<file path="src/rtl/adc_sample_aligner.sv">
// Time-interleaved ADC frame aligner: per-channel offset correction with saturation,
// lane rotation, and a frame FIFO carrying a sequence tag and a sticky overflow flag.
module adc_sample_aligner #(
    parameter int ADC_BITS   = 9,
    parameter int FIFO_DEPTH = 4
) (
    input  logic                  CLK,
    input  logic                  RSTN,
    input  logic [ADC_BITS-1:0]   ADCIN0,
    input  logic [ADC_BITS-1:0]   ADCIN1,
    input  logic [ADC_BITS-1:0]   ADCIN2,
    input  logic [ADC_BITS-1:0]   ADCIN3,
    input  logic [ADC_BITS-1:0]   ADCIN4,
    input  logic [ADC_BITS-1:0]   ADCIN5,
    input  logic [ADC_BITS-1:0]   ADCIN6,
    input  logic [ADC_BITS-1:0]   ADCIN7,
    input  logic                  EN,
    input  logic [2:0]            ROT,
    input  logic [7:0]            OFS0,
    input  logic [7:0]            OFS1,
    input  logic [7:0]            OFS2,
    input  logic [7:0]            OFS3,
    input  logic [7:0]            OFS4,
    input  logic [7:0]            OFS5,
    input  logic [7:0]            OFS6,
    input  logic [7:0]            OFS7,
    output logic [8*ADC_BITS-1:0] OUT_DATA,
    output logic [7:0]            OUT_TAG,
    output logic                  OUT_VALID,
    input  logic                  OUT_READY,
    output logic                  OVF,
    input  logic                  CLR_OVF
);

    localparam int PTR_W = (FIFO_DEPTH > 1) ? $clog2(FIFO_DEPTH) : 1;
    localparam int CW    = ((ADC_BITS > 8) ? ADC_BITS : 8) + 2;
    localparam logic [PTR_W:0]         DEPTH_CNT = (PTR_W + 1)'(FIFO_DEPTH);
    localparam logic signed [CW-1:0]   CODE_MAX  = CW'((2 ** ADC_BITS) - 1);

    logic [ADC_BITS-1:0] adc_in [8];
    logic [7:0]          ofs_in [8];

    assign adc_in[0] = ADCIN0;
    assign adc_in[1] = ADCIN1;
    assign adc_in[2] = ADCIN2;
    assign adc_in[3] = ADCIN3;
    assign adc_in[4] = ADCIN4;
    assign adc_in[5] = ADCIN5;
    assign adc_in[6] = ADCIN6;
    assign adc_in[7] = ADCIN7;
    assign ofs_in[0] = OFS0;
    assign ofs_in[1] = OFS1;
    assign ofs_in[2] = OFS2;
    assign ofs_in[3] = OFS3;
    assign ofs_in[4] = OFS4;
    assign ofs_in[5] = OFS5;
    assign ofs_in[6] = OFS6;
    assign ofs_in[7] = OFS7;

    // stage 1: capture registers
    logic                 s1_valid;
    logic [ADC_BITS-1:0]  s1_adc [8];
    logic signed [7:0]    s1_ofs [8];
    logic [2:0]           s1_rot;

    always_ff @(posedge CLK or negedge RSTN) begin
        if (!RSTN) begin
            s1_valid <= 1'b0;
            s1_rot   <= '0;
            for (int unsigned k = 0; k < 8; k++) begin
                s1_adc[k] <= '0;
                s1_ofs[k] <= '0;
            end
        end else begin
            s1_valid <= EN;
            if (EN) begin
                s1_rot <= ROT;
                for (int unsigned k = 0; k < 8; k++) begin
                    s1_adc[k] <= adc_in[k];
                    s1_ofs[k] <= ofs_in[k];
                end
            end
        end
    end

    // stage 2: offset correction, saturation and lane rotation
    logic signed [CW-1:0]  diff [8];
    logic [ADC_BITS-1:0]   corr [8];
    logic [8*ADC_BITS-1:0] aligned;

    always_comb begin
        for (int unsigned k = 0; k < 8; k++) begin
            diff[k] = $signed(CW'(s1_adc[k])) - CW'(s1_ofs[k]);
            if (diff[k] < 0)
                corr[k] = '0;
            else if (diff[k] > CODE_MAX)
                corr[k] = '1;
            else
                corr[k] = diff[k][ADC_BITS-1:0];
        end
    end

    always_comb begin
        aligned = '0;
        for (int unsigned k = 0; k < 8; k++)
            aligned[k*ADC_BITS +: ADC_BITS] = corr[s1_rot + 3'(k)];
    end

    logic                  s2_valid;
    logic [8*ADC_BITS-1:0] s2_data;

    always_ff @(posedge CLK or negedge RSTN) begin
        if (!RSTN) begin
            s2_valid <= 1'b0;
            s2_data  <= '0;
        end else begin
            s2_valid <= s1_valid;
            if (s1_valid)
                s2_data <= aligned;
        end
    end

    // output FIFO; the tag is taken from the frame counter at the push edge
    logic [8*ADC_BITS-1:0] mem_data [FIFO_DEPTH];
    logic [7:0]            mem_tag  [FIFO_DEPTH];
    logic [PTR_W-1:0]      wr_ptr;
    logic [PTR_W-1:0]      rd_ptr;
    logic [PTR_W:0]        count;
    logic [7:0]            frame_cnt;
    logic                  full;
    logic                  pop;
    logic                  push;
    logic                  drop;

    assign full = (count == DEPTH_CNT);
    assign pop  = OUT_VALID && OUT_READY;
    // a full FIFO still accepts a frame when the head leaves on the same edge
    assign push = s2_valid && (!full || pop);
    assign drop = s2_valid && full && !pop;

    always_ff @(posedge CLK or negedge RSTN) begin
        if (!RSTN) begin
            wr_ptr    <= '0;
            rd_ptr    <= '0;
            count     <= '0;
            frame_cnt <= '0;
            OVF       <= 1'b0;
        end else begin
            if (push)
                wr_ptr <= wr_ptr + PTR_W'(1);
            if (pop)
                rd_ptr <= rd_ptr + PTR_W'(1);
            if (push && !pop)
                count <= count + (PTR_W + 1)'(1);
            else if (pop && !push)
                count <= count - (PTR_W + 1)'(1);
            if (s2_valid)
                frame_cnt <= frame_cnt + 8'd1;
            if (drop)
                OVF <= 1'b1;
            else if (CLR_OVF)
                OVF <= 1'b0;
        end
    end

    always_ff @(posedge CLK) begin
        if (push) begin
            mem_data[wr_ptr] <= s2_data;
            mem_tag[wr_ptr]  <= frame_cnt;
        end
    end

    assign OUT_VALID = (count != '0);
    assign OUT_DATA  = OUT_VALID ? mem_data[rd_ptr] : '0;
    assign OUT_TAG   = OUT_VALID ? mem_tag[rd_ptr]  : '0;

endmodule

</file>
<file path="config.mk">
export PLATFORM = sky130hd
export DESIGN_NAME = adc_sample_aligner
export DESIGN_NICKNAME = d
export VERILOG_FILES = /design/src/rtl/adc_sample_aligner.sv
export SDC_FILE = /design/constraint.sdc
export NUM_CORES = 1
export LEC_CHECK = 0
export ABC_AREA = 0
export CAP_MARGIN = 20
export CORE_ASPECT_RATIO = 1.25
export CORE_UTILIZATION = 40
export CTS_CLUSTER_DIAMETER = 100
export DETAILED_ROUTE_END_ITERATION = 6
export GPL_TIMING_DRIVEN = 0
export PLACE_DENSITY = 0.68
export REMOVE_ABC_BUFFERS = 1
export SYNTH_ARGS = -nofsm -noshare
export SYNTH_HDL_FRONTEND = slang
export SYNTH_SLANG_ARGS = --single-unit
export TNS_END_PERCENT = 50
</file>
<file path="constraint.sdc">
create_clock -name CLK -period 4.14 [get_ports CLK]
set_input_delay 0.621 -clock CLK [delete_from_list [all_inputs] [get_ports CLK]]
set_output_delay 0.621 -clock CLK [all_outputs]
set_load 0.03 [all_outputs]
</file>
==> results.yml <==
timing:
  fin_crit_sh_pct: 99.1
  finalSetupViolCount: 0
  fin_hold_ws_ns: 0.401
  hold_viol: 0
  rsz0062_at_grt: "true"
  slew_headroom_pct: 25.9
  fmax_ghz: 0.244
  layout_min_cycle_time_ns: 4.10
  worstMarginPinSlew_ns: 1.10
  report.final.slew_viol_count: 0
  worst_slack_ns: 0.0375
  clock_skew_ns: 0.0222
synthesis:
  synth.largest_area_cell: "edfxtp_1"
  synth_top_area_share_pct: 34.3
  synth-seq-cells: 549
  synth-main-ff-cell: "edfxtp_1"
  avgSynthCellArea_um2: 12.3
  synth-edff-count: 320
  synth.yosys.seq_area_share_pct: 54.8
  ys_types: 82
  synth_area_mm2: 0.0280
  async_reset_ff_share_pct: 41.7
  synthTopCellsByArea: "edfxtp_1 34%, dfrtp_1 20%, mux4_2 6.6%, ha_1 3.9%, mux2_2 3.1%"
  ys_warn_count: 0
  syn_inst: 2281
placement:
  detailedPlace.worstSlack_ns: -0.321
  dp.cells: 3342
  io_buffers: 225
  hpwl_um: 53000
  place_area_mm2: 0.0314
  gp_congestion: 0.922
route:
  drcViolationCount: 0
  postRouteAntennaNets: 0
  wl_per_cell_um: 21.1
  wl_um: 72700
  drt-initial-drc-count: 1480
  dr_total_vias: 19343
  firstDrtPassIters: 5
  vias_per_cell: 5.61
pwr:
  p_int_mw: 14.0
  irDropWorstVdd_uv: 452
  power.switching_mw: 8.06
  seqPwrFrac_pct: 37.3
  comb_power_share_pct: 40.3
  powerDensity_mw_per_mm2: 663
  leakage_nw: 12.5
  p_clk_share_pct: 22.4
  swShare_pct: 36.5
setup_path:
  critical_path_cell_count: 10
  path_cells: "clkinv_1, ha_1, a21oi_2, nand2_2, or4b_1, a21oi_1, nor3_1, o211ai_1, o22ai_1, o221ai_1"
  endpoint_kind: "flip-flop"
  r2r-start: "s1_ofs[47]"
  reg2reg_depth: 10
  path_buf_inv: 1
  critical_path.max_stage_delay_ns: 0.59
  critical-path-top-delay-family: "compound AO/OA/AOI/OAI gates"
  arrival_ns: 4.60
  startpoint: "s1_ofs[47]"
  crit_fanout: 11
  required_ns: 4.64
  r2r-end: "s2_data[33]"
  startpoint_type: "flip-flop"
  worstSetupPathType: "reg2reg"
  r2r_slack_ns: 0.04
  critical_path.slowest_cell: "or4b_1"
  crit_end: "s2_data[33]"
floorplan:
  row_count: 108
  die_area_mm2: 0.0710
  start_util_pct: 40.4
  io_pins: 226
  die_h_um: 298
  core_mm2: 0.0693
  die_w_um: 239
finish:
  fillCellCount: 6098
  final_cells: 3447
  design_area_mm2: 0.0333
  antenna_cells: 0
  nets: 2709
  syn_to_final_growth_pct: 19.0
  drive_gt1_share_pct: 12.7
global_route:
  grt_pass1_wl_um: 113000
  antenna_found_initial: 0
  grtUsageTotal_pct: 20.4
  overflow: 0
  grt_pass1_vias: 19098
  grt_max_degree: 141
cts:
  cts_max_path_buffers: 3
  numCtsBuffers: 53
  path_clk_slew_ns: 0.06
  root_buffer: "clkbuf_16"
  clkSinkCount: 549
  tritoncts: "done"
  clk_latency_ns: 0.62
  htree_levels: 2
run:
  maxCapViolations: 0
hold_path:
  hold_path.class: "in2async"
outcome:
  outcome: "complete, no violations"
[layout by cell type (no fill, tap or decap), types with 47 or more instances in the layout]
| cell type | synthesis | final |
|---|---|---|
| mux2_2 | 77 | 77 |
| o21ai_0 | 129 | 126 |
| edfxtp_1 | 320 | 320 |
| and2_1 | 91 | 87 |
| nor2_1 | 96 | 95 |
| ha_1 | 88 | 87 |
| dfrtp_1 | 229 | 223 |
| nand2_1 | 174 | 174 |
| inv_1 | 132 | 131 |
| o221ai_1 | 59 | 59 |
| mux4_2 | 82 | 82 |
| nand3_1 | 47 | 47 |
| a21oi_1 | 81 | 81 |
| clkbuf_16 | 0 | 53 |
| clkdlybuf4s50_1 | 0 | 223 |
[per-stage QoR]
stage                     total power, mW  setup TNS (ns)  util, %
final                                22.1               0     48.0
after global routing                 23.2           -1.10     48.0
after floorplan                      13.8          -47.03        -
after global placement               17.1        -2786.46     44.7
after CTS                            22.3               0     47.9
after detailed placement             17.3           -1.72     45.3
[registers in the layout, summed over array words and instances, names as in the netlist]
register	cells
OVF	1
s1_adc	72
s1_ofs	64
s1_rot	3
count	3
rd_ptr	2
s2_data	72
frame_cnt	8
wr_ptr	2
s1_valid	1
s2_valid	1
mem_tag	32
mem_data	288
[area by class of cell]
type	count	area [um^2]	area share [%]
Sequential cell	549	15400	46.1
Timing Repair Buffer	247	2720	8.16
Inverter	135	512	1.54
Clock buffer	66	1420	4.25
Tap cell	935	1170	3.51
Clock inverter	33	373	1.12
Multi-Input combinational cell	1482	11800	35.3
[per-layer routing]
layer / vias up / global-route usage (%) / part of all wire [%]
li1: 9083 / - / -
met4: 0 / 6.78 / 3.3
met1: 9605 / 26.8 / 42
met2: 547 / 34.8 / 50
met3: 108 / 2.63 / 4.8
met5: - / 0 / 0
[worst register-to-register path, stage by stage (launching register included)]
cell,delay [ns]
dfrtp_1,0.52
clkinv_1,0.32
ha_1,0.44
a21oi_2,0.30
nand2_2,0.12
or4b_1,0.59
a21oi_1,0.43
nor3_1,0.17
o211ai_1,0.58
o22ai_1,0.29
o221ai_1,0.24
[worst min path at each step]
stage	start	slack [ns]	endpoint	depth (start not counted)
2_1_floorplan	RSTN	0.33	OVF	0
3_3_place_gp	count[2]	0.47	count[2]	1
3_5_place_dp	RSTN	0.43	frame_cnt[7]	1
4_1_cts	RSTN	0.37	frame_cnt[0]	2
5_1_grt	RSTN	0.38	frame_cnt[0]	2
6_report	RSTN	0.40	frame_cnt[0]	2
[power by group through the flow]
| stage | registers [mW] | logic [mW] | clock network, mW |
|---|---|---|---|
| 2_1_floorplan | 8.22 | 5.56 | 0 |
| 3_5_place_dp | 8.33 | 8.93 | 0 |
| 5_1_grt | 8.36 | 9.54 | 5.26 |
| 4_1_cts | 8.23 | 8.97 | 5.07 |
| 6_report | 8.23 | 8.90 | 4.95 |
| 3_3_place_gp | 8.66 | 8.46 | 0 |
[Yosys cell counts (all sizes together) (40+ instances only)]
master,instances
edfxtp,320
dfrtp,229
nand2,175
inv,132
o21ai,132
clkbuf,98
nor2,96
and2,92
ha,88
mux4,84
a21oi,83
mux2,77
o221ai,59
nand3,47
nor3,40
[cells by family after synthesis]
kind of cell    count (synthesis)  synth area share (%)
compound gates                566                  14.2
simple gates                  562                  9.95
flops                         549                  54.8
buf+inv                       250                  3.37
mux                           196                  11.1
fa+ha+maj                      97                  4.58
xor+xnor                       61                  1.91
[repair_timing]
item	4_1_cts	5_1_grt
cloned	0	0
endpoints found under the setup margin	16	52
gates resized for setup	5	15
hold buffers	1	0
pin swaps	0	2
hold endpoints to repair	8	0
buffers inserted	0	5
(Power assumes the default switching activity.)
